### src/rtl/priority_encoder_arbiter.sv
// priority_encoder_arbiter
// Turns an N-bit request vector into a registered binary index and a one-hot
// grant. Mode_In selects fixed priority (highest index wins) or round-robin.
// A grant is held until Valid_Out/Ready_In complete a handshake. On that same
// edge the next winner can be loaded, so grants can follow with no gap.
// Optional feature macro: PRIORITY_ENCODER_ARBITER_GRANT_COUNT_EN adds a 16-bit
// saturating count of completed handshakes on Grant_Count_Out.
//
// state | meaning
// ------+-------------------------------------------------------------
// IDLE  | no live grant, outputs all zero, waiting for Enable & request
// HOLD  | grant registered and frozen until Ready_In completes handshake
module priority_encoder_arbiter #(
  parameter int NUM_INPUTS = 8
) (
  input  logic                              Clock_In,
  input  logic                              Reset_In,
  input  logic                              Enable_In,
  input  logic                              Mode_In,
  input  logic [NUM_INPUTS-1:0]             Request_In,
  input  logic                              Ready_In,
  output logic                              Valid_Out,
  output logic [$clog2(NUM_INPUTS)-1:0]     Encoded_Value_Out,
  output logic [NUM_INPUTS-1:0]             Grant_Out
`ifdef PRIORITY_ENCODER_ARBITER_GRANT_COUNT_EN
  ,
  output logic [15:0]                       Grant_Count_Out
`endif
);

  localparam int ENCODED_WIDTH = $clog2(NUM_INPUTS);
  localparam logic [ENCODED_WIDTH-1:0] LAST_IDX = ENCODED_WIDTH'(NUM_INPUTS - 1);

  typedef enum logic {
    S_IDLE = 1'b0,
    S_HOLD = 1'b1
  } state_t;

  state_t                     r_state;
  logic                       r_valid;
  logic [ENCODED_WIDTH-1:0]   r_encoded;
  logic [NUM_INPUTS-1:0]      r_grant;
  logic [ENCODED_WIDTH-1:0]   r_ptr;

  logic                       w_any_req;
  logic                       w_handshake;
  logic [ENCODED_WIDTH-1:0]   w_ptr_dec;
  logic [ENCODED_WIDTH-1:0]   w_ptr_eff;
  logic [NUM_INPUTS-1:0]      w_low_mask;
  logic [NUM_INPUTS-1:0]      w_low_req;
  logic [ENCODED_WIDTH-1:0]   w_fixed_win;
  logic [ENCODED_WIDTH-1:0]   w_low_win;
  logic [ENCODED_WIDTH-1:0]   w_winner;
  logic [NUM_INPUTS-1:0]      w_winner_onehot;

`ifdef PRIORITY_ENCODER_ARBITER_GRANT_COUNT_EN
  logic [15:0]                r_grant_count;
`endif

  // Highest set bit of a vector; zero when nothing is set.
  function automatic logic [ENCODED_WIDTH-1:0] f_highest(input logic [NUM_INPUTS-1:0] v);
    logic [ENCODED_WIDTH-1:0] pick;
    pick = '0;
    for (int k = 0; k < NUM_INPUTS; k++) begin
      if (v[k]) pick = ENCODED_WIDTH'(k);
    end
    return pick;
  endfunction

  assign w_any_req   = |Request_In;
  assign w_handshake = (r_state == S_HOLD) && Ready_In;

  // The pointer wraps from 0 to the last real requester, not to 2^W-1.
  assign w_ptr_dec = (r_encoded == '0) ? LAST_IDX : (r_encoded - ENCODED_WIDTH'(1));

  // A round-robin handshake moves the pointer on the same edge that loads the
  // next winner, so that winner has to be searched from the updated pointer.
  assign w_ptr_eff = (w_handshake && Mode_In) ? w_ptr_dec : r_ptr;

  // Round-robin search order is P, P-1, .., 0, N-1, .., P+1. That is the
  // highest request at or below P if one exists, else the highest overall.
  always_comb begin
    w_low_mask = '0;
    for (int k = 0; k < NUM_INPUTS; k++) begin
      w_low_mask[k] = (k <= int'(w_ptr_eff));
    end
  end

  assign w_low_req       = Request_In & w_low_mask;
  assign w_fixed_win     = f_highest(Request_In);
  assign w_low_win       = f_highest(w_low_req);
  assign w_winner        = (Mode_In && (|w_low_req)) ? w_low_win : w_fixed_win;
  assign w_winner_onehot = NUM_INPUTS'(1) << w_winner;

  // Arbitration FSM with registered outputs and the round-robin pointer.
  always_ff @(posedge Clock_In) begin
    if (Reset_In) begin
      r_state   <= S_IDLE;
      r_valid   <= 1'b0;
      r_encoded <= '0;
      r_grant   <= '0;
      r_ptr     <= LAST_IDX;
    end else begin
      case (r_state)
        S_IDLE: begin
          if (Enable_In && w_any_req) begin
            r_valid   <= 1'b1;
            r_encoded <= w_winner;
            r_grant   <= w_winner_onehot;
            r_state   <= S_HOLD;
          end
        end
        S_HOLD: begin
          if (Ready_In) begin
            if (Mode_In) r_ptr <= w_ptr_dec;
            if (Enable_In && w_any_req) begin
              r_encoded <= w_winner;
              r_grant   <= w_winner_onehot;
            end else begin
              r_valid   <= 1'b0;
              r_encoded <= '0;
              r_grant   <= '0;
              r_state   <= S_IDLE;
            end
          end
        end
        default: begin
          r_state   <= S_IDLE;
          r_valid   <= 1'b0;
          r_encoded <= '0;
          r_grant   <= '0;
        end
      endcase
    end
  end

`ifdef PRIORITY_ENCODER_ARBITER_GRANT_COUNT_EN
  // Saturating count of completed handshakes.
  always_ff @(posedge Clock_In) begin
    if (Reset_In) begin
      r_grant_count <= '0;
    end else if (w_handshake && (r_grant_count != 16'hFFFF)) begin
      r_grant_count <= r_grant_count + 16'd1;
    end
  end

  assign Grant_Count_Out = r_grant_count;
`endif

  assign Valid_Out         = r_valid;
  assign Encoded_Value_Out = r_encoded;
  assign Grant_Out         = r_grant;

endmodule

### config.mk
export PLATFORM = sky130hd
export DESIGN_NAME = priority_encoder_arbiter
export DESIGN_NICKNAME = d
export VERILOG_FILES = /design/src/rtl/priority_encoder_arbiter.sv
export SDC_FILE = /design/constraint.sdc
export NUM_CORES = 1
export LEC_CHECK = 0
export ABC_AREA = 0
export BUFFER_PORTS_ARGS = -buffer_cell sky130_fd_sc_hd__buf_4
export CAP_MARGIN = 10
export CORE_MARGIN = 2
export CORE_UTILIZATION = 30
export DETAILED_ROUTE_END_ITERATION = 8
export PLACE_DENSITY = 0.51
export REMOVE_ABC_BUFFERS = 1
export SYNTH_ARGS = -nofsm -noshare
export SYNTH_HDL_FRONTEND = slang
export SYNTH_SLANG_ARGS = --single-unit
### constraint.sdc
create_clock -name Clock_In -period 2.32 [get_ports Clock_In]
set_input_delay 0.116 -clock Clock_In [delete_from_list [all_inputs] [get_ports Clock_In]]
set_output_delay 0.116 -clock Clock_In [all_outputs]
set_load 0.005 [all_outputs]
==> impl_metrics.tcl, run 1 <==
set metrics [dict create \
    synth-edff-count 0 \
    die_w_um 64.5 \
    port_buffers 24 \
    boundaryPins 25 \
    setup_viol 0 \
    timing.final.crit_period_ns 2.32 \
    gr-usage-all-layers_pct 15.3 \
    areaGrowthSynthToFinish_pct 44.5 \
    critical_path_peak_fanout 4 \
    finalCoreUtilization_pct 46.5 \
    synth_compound_area_share_pct 42.4 \
    critPathBufInv 2 \
    synth-adder-area-share_pct 2.28 \
    final-max-slew-violation-count 0 \
    end_kind "flop" \
    crit_chain "inv_2, ha_4, ha_4, and2b_2, buf_6, a211oi_4, o211ai_1, nand2_2, o21ai_4, mux2_4, a32o_1" \
    multi_input_area_sq_um 831 \
    max_cap_violations 0 \
    p_leak_uw 0.000632 \
    initial_utilization_pct 32.2 \
    timing.slew.headroom_pct 54.6 \
    drt_first_iter_violations 73 \
    detailroute.wirelength.met3_um 199 \
    crit_start "Encoded_Value_Out[1]" \
    finalHoldViolCount 0 \
    power_density_nw_per_um2 473 \
    numCtsBuffers 3 \
    post_synth_num_cell_types 47 \
    layout_common_cells "sky130_fd_sc_hd__buf_4 (39), sky130_fd_sc_hd__dfxtp_1 (14), sky130_fd_sc_hd__inv_1 (8), sky130_fd_sc_hd__nor2_1 (8), sky130_fd_sc_hd__a32o_1 (8)" \
    irDropWorstVdd_v 0.000220 \
    dr_total_vias 1146 \
    max_clock_freq_mhz 431 \
    synthSimpleGateAreaFrac_pct 15.7 \
    ys_dominant_reg_cell "sky130_fd_sc_hd__dfxtp_1" \
    timing.hold.worst.class "input pin to flop" \
    place.gp.congestion 0.875 \
    post_synth.cell_area_avg_sq_um 9.24 \
    post-layout-total-power_uw 752 \
    critical_path_endpoint "Grant_Out[6]" \
    critical-path-top-cell-by-count "sky130_fd_sc_hd__ha_4" \
    run_status "finished, final reports clean" \
    final_layout_size_suffix_gt1_share_pct 50.3 \
    drc_errors 0 \
    grt_setup_unrepaired "yes" \
    clock_tree_from_tritoncts "done" \
    synth-async-reset-ratio_pct 0 \
    placementRows 21 \
    worst_r2r_path_depth 11 \
    detailedPlace.worstSlack_ns -0.104 \
    drt-vias-per-instance 5.65 \
    dr.pass1.iters 4 \
    core_sq_um 3420 \
    ctsLongestPathBuffers 2 \
    finalClockSkew_ns 0.00734 \
    grt_first_pass_wirelength_um 5010 \
    dr.max_layer_used "met4" \
    ys_seq_area_share_pct 29.1 \
    synth_xor_xnor_area_share_pct 0 \
    clk-insertion-delay-late_ns 0.29 \
    hpwl_um 2310 \
    ant_nets 0 \
    critPathRequiredTime_ns 2.50 \
    critical_path_data_arrival_time_ns 2.50 \
    layout.filler_cells 341 \
    synth_top_family_by_area "compound AO/OA/AOI/OAI gates" \
    critPathLaunchType "flop" \
    cp_num_cells 11 \
    num-nets-final 173 \
    ctsHoldBuffers 0 \
    criticalPathCategory "flop to flop" \
    floorplan.die.height_um 64.5 \
    path_clk_slew_ns 0.11 \
    grt_antenna_before_repair 0 \
    cts_num_sinks 16 \
    htree_levels 1 \
    fin_ws_ns 0.000524 \
    wire_per_inst_um 16.2 \
    first_global_vias 1097 \
    die_area_sq_um 4170 \
    tightest_slew_ns 0.675 \
    mostFrequentLayoutCell "sky130_fd_sc_hd__buf_4" \
    critical_path.slowest_cell "sky130_fd_sc_hd__dfxtp_2" \
    rr_startpoint "Encoded_Value_Out[1]" \
    postRouteWirelength_um 3280 \
    worst_r2r_endpoint "Grant_Out[6]" \
    clockRootBuffer "sky130_fd_sc_hd__clkbuf_4" \
    maximum_number_of_pins_on_one_net_before_global_route_repair 13 \
    layout.area.seq_sq_um 323 \
    cpPeakStageDelay_ns 0.35 \
    n_antenna_cell 0 \
    worst-r2r-setup-slack_ns 0.0005 \
    dr_wl_met2_um 1610 \
    routedLengthMet1_um 1450 \
    grt.overflow.total 0 \
    ys_seq_elements 16 \
    finalCritPeriodShare_pct 100 \
    syn_inst 119 \
    syn_area_sq_um 1100 \
    critical-path-top-delay-family "compound AO/OA/AOI/OAI gates" \
    synth.mux.area_fraction_pct 2.62 \
    synth_warnings 0 \
]
[worst min-delay path by stage]
stage / depth (start not counted) / to / from
floorplan: 1 / r_state / Reset_In
finish: 2 / Encoded_Value_Out[1] / Reset_In
CTS: 2 / Encoded_Value_Out[1] / Reset_In
global route: 2 / Valid_Out / Reset_In
detailed placement: 2 / r_state / Reset_In
global placement: 2 / r_state / Reset_In
[repair_timing]
action                     in CTS  in global routing
pin swaps                       8                  8
resized for setup              18                 10
setup buffers                   2                  0
setup endpoints to repair      10                  9
[power by group]
| part | switching (uW) | internal, uW |
|---|---|---|
| registers | 9.04 | 289 |
| clock network | 96.9 | 95.5 |
| logic | 137 | 125 |
| total | 243 | 509 |
[flip-flops by register name, summed over array words and instances, names as in the netlist]
signal	flops
Encoded_Value_Out	3
Grant_Out	8
Valid_Out	1
r_ptr	3
r_state	1
[cells by family (layout without fill, tap and decap cells)]
logic type                 after synthesis  in the layout
AOI/OAI and AO/OA                       51             51
adders and majority gates                2              2
buffers and inverters                   16             54
DFF                                     16             16
muxes                                    2              2
and+or+nand+nor                         32             32
[area by class of cell]
cell class	count	area share, %
Multi-Input combinational cell	87	52.3
Sequential cell	16	20.3
Timing Repair Buffer	40	19.1
Tap cell	46	3.62
Inverter	10	2.36
Clock buffer	4	2.28
[through the flow]
step | hold slack (ns) | area, sq um | cells | setup TNS, ns
after global routing | 0.0441 | 1590 | 203 | -0.482
final | 0.0607 | 1590 | 203 | 0
after global placement | 0.368 | 1390 | 197 | -0.429
after detailed placement | 0.367 | 1390 | 197 | -0.679
after CTS | 0.0467 | 1530 | 203 | -0.0262
after floorplan | 0.185 | 1050 | 113 | -0.299
[synth_stat cells, types with 2 or more instances]
cell type | count | area (sq um)
sky130_fd_sc_hd__nand2_1 | 5 | 18.8
sky130_fd_sc_hd__nor2b_1 | 3 | 18.8
sky130_fd_sc_hd__inv_1 | 10 | 37.5
sky130_fd_sc_hd__buf_6 | 3 | 33.8
sky130_fd_sc_hd__a21oi_2 | 3 | 26.3
sky130_fd_sc_hd__a22oi_1 | 2 | 15.0
sky130_fd_sc_hd__nor2_1 | 8 | 30.0
sky130_fd_sc_hd__buf_1 | 2 | 7.51
sky130_fd_sc_hd__a22o_1 | 2 | 17.5
sky130_fd_sc_hd__a311oi_1 | 3 | 26.3
sky130_fd_sc_hd__o21ai_0 | 3 | 15.0
sky130_fd_sc_hd__o2111ai_1 | 2 | 17.5
sky130_fd_sc_hd__dfxtp_1 | 16 | 320
sky130_fd_sc_hd__nand3_1 | 3 | 15.0
sky130_fd_sc_hd__a31oi_1 | 4 | 25.0
sky130_fd_sc_hd__a211oi_2 | 3 | 37.5
sky130_fd_sc_hd__a21oi_1 | 6 | 30.0
sky130_fd_sc_hd__a32o_1 | 8 | 80.1
sky130_fd_sc_hd__ha_1 | 2 | 25.0
sky130_fd_sc_hd__and3_1 | 2 | 12.5
sky130_fd_sc_hd__or2_2 | 3 | 18.8
[layer usage]
metal,global-route usage (%),vias up
li1,-,536
met1,19.3,572
met2,24.9,34
met3,4.34,4
met4,5.59,0
met5,0,-
(Power assumes the default switching activity.)
==> run 2, diff against run 1 <==
Settings changed: HOLD_SLACK_MARGIN set to 0.12.
==> impl_metrics.tcl, run 2 (synthesis gave the netlist of run 1 again) <==
set metrics [dict create \
    clock_tree_from_tritoncts "done" \
    dr_total_vias 1145 \
    irDropWorstVdd_v 0.000221 \
    violations "negative setup slack" \
    routedLengthMet1_um 1440 \
    critical_path_peak_fanout 5 \
    postRouteWirelength_um 3310 \
    clock_power_share_pct 25.6 \
    drt-vias-per-instance 5.59 \
    ctsLongestPathBuffers 2 \
    finalCritPeriodShare_pct 100 \
    worst-r2r-setup-slack_ns -0.001 \
    finalClockSkew_ns 0.00815 \
    worst_r2r_endpoint "Grant_Out[6]" \
    core_sq_um 3420 \
    mostFrequentLayoutCell "sky130_fd_sc_hd__buf_4" \
    initial_utilization_pct 32.2 \
    grt.overflow.total 0 \
    largest_register_ff_count 8 \
    dr.max_layer_used "met4" \
    timing.hold.worst.class "input pin to flop" \
    timing.final.crit_period_ns 2.32 \
    die_w_um 64.5 \
    max_clock_freq_mhz 431 \
    post-place-cells 197 \
    netSwitchingPower_uw 243 \
    post-layout-total-power_uw 754 \
    htree_levels 1 \
    power_density_nw_per_um2 469 \
    final-max-slew-violation-count 0 \
    critPathLaunchType "flop" \
    floorplan.die.height_um 64.5 \
    layout.filler_cells 338 \
    run_status "complete, but fails checks" \
    hold_path.startpoint "Enable_In" \
    place.gp.congestion 0.875 \
    critical_path_data_arrival_time_ns 2.51 \
    rr_startpoint "Encoded_Value_Out[1]" \
    max_cap_violations 0 \
    finalHoldViolCount 0 \
    final_layout_size_suffix_gt1_share_pct 49.7 \
    port_buffers 24 \
    cts_num_sinks 16 \
    power.share.sequential_pct 39.4 \
    pwr-share-comb_pct 35.0 \
    end_kind "flop" \
    worstHoldPathCells 3 \
    p_leak_uw 0.000640 \
    placementRows 21 \
    clockRootBuffer "sky130_fd_sc_hd__clkbuf_4" \
    stdcell_count 205 \
    areaGrowthSynthToFinish_pct 46.3 \
    hpwl_um 2310 \
    fin_ws_ns -0.00134 \
    grt_first_pass_wirelength_um 5050 \
    p_int_uw 511 \
    sw_ratio_pct 32.3 \
    drc_errors 0 \
    numCtsBuffers 3 \
    dr_wl_met2_um 1630 \
    detailedPlace.worstSlack_ns -0.104 \
    layout_common_cells "sky130_fd_sc_hd__buf_4 (39), sky130_fd_sc_hd__dfxtp_1 (14), sky130_fd_sc_hd__inv_1 (8), sky130_fd_sc_hd__nor2_1 (8), sky130_fd_sc_hd__a32o_1 (8)" \
    critPathRequiredTime_ns 2.50 \
    clk-insertion-delay-late_ns 0.29 \
    boundaryPins 25 \
    wire_per_inst_um 16.1 \
    num-nets-final 175 \
    detailroute.wirelength.met3_um 200 \
    grt_setup_unrepaired "yes" \
    endpoint_worst_hold "r_state" \
    die_area_sq_um 4170 \
    setup_viol 1 \
    path_clk_slew_ns 0.11 \
    timing.slew.headroom_pct 54.6 \
    drt_first_iter_violations 61 \
    tightest_slew_ns 0.675 \
    ant_nets 0 \
    gr-usage-all-layers_pct 15.4 \
    criticalPathCategory "flop to flop" \
    dr.pass1.iters 4 \
    maximum_number_of_pins_on_one_net_before_global_route_repair 13 \
    n_antenna_cell 0 \
    worst_r2r_path_depth 12 \
    grt_antenna_before_repair 0 \
    first_global_vias 1106 \
]
[run 2: worst max path at each step]
| stage | startpoint | to | slack [ns] | depth (start not counted) |
|---|---|---|---|---|
| floorplan | Encoded_Value_Out[0] | Grant_Out[6] | -0.07 | 10 |
| global placement | Encoded_Value_Out[0] | Grant_Out[2] | -0.09 | 11 |
| detailed placement | Encoded_Value_Out[0] | Grant_Out[6] | -0.10 | 11 |
| CTS | Encoded_Value_Out[1] | Grant_Out[2] | -0.02 | 11 |
| global route | Encoded_Value_Out[0] | Grant_Out[6] | -0.09 | 11 |
| finish | Encoded_Value_Out[1] | Grant_Out[6] | -0.001 | 12 |
[run 2: critical path: stages, from the launching register on]
cell and delay [ns]:
sky130_fd_sc_hd__dfxtp_2 0.35, sky130_fd_sc_hd__inv_2 0.04, sky130_fd_sc_hd__ha_4 0.15, sky130_fd_sc_hd__ha_4 0.15, sky130_fd_sc_hd__and2b_2 0.25, sky130_fd_sc_hd__buf_6 0.13
sky130_fd_sc_hd__a211oi_4 0.06, sky130_fd_sc_hd__o211ai_1 0.22, sky130_fd_sc_hd__nand2_2 0.10, sky130_fd_sc_hd__buf_4 0.15, sky130_fd_sc_hd__o2bb2ai_4 0.13, sky130_fd_sc_hd__and2_1 0.20
sky130_fd_sc_hd__a32o_1 0.26
[run 2: layout make-up]
type                            instances  area [sq um]  share of cell area (%)
Clock buffer                            4          36.3                    2.26
Inverter                               10          37.5                    2.33
Multi-Input combinational cell         87           831                    51.6
Sequential cell                        16           323                    20.1
Tap cell                               46          57.6                    3.58
Timing Repair Buffer                   42           324                    20.1
[run 2: through the flow]
step           area [sq um]  hold slack, ns  utilization [%]  TNS [ns]
5_1_grt                1610           0.173             47.1    -0.482
3_3_place_gp           1390           0.368             40.8    -0.429
2_1_floorplan          1050           0.185                -    -0.299
4_1_cts                1550           0.163             45.4   -0.0262
6_report               1610           0.165             47.1  -0.00134
3_5_place_dp           1390           0.367             40.8    -0.679
[run 2: power by group through the flow]
stage	Sequential, uW	Clock, uW	Combinational (uW)
finish	298	193	264
global route	300	219	285
CTS	298	200	241
detailed placement	302	0	210
global placement	302	0	207
floorplan	306	0	108
[run 2: what timing repair did]
item	CTS	global route
resized for setup	18	10
hold buffers	2	0
setup endpoints to repair	10	9
pin swaps	8	8
buffers inserted	2	0
hold endpoints to repair	7	0
[run 2: routing by layer]
| metal | global-route usage, % | vias to the layer above |
|---|---|---|
| met5 | 0 | - |
| met4 | 5.59 | 0 |
| met3 | 4.34 | 4 |
| met2 | 25.0 | 32 |
| met1 | 19.5 | 569 |
| li1 | - | 540 |
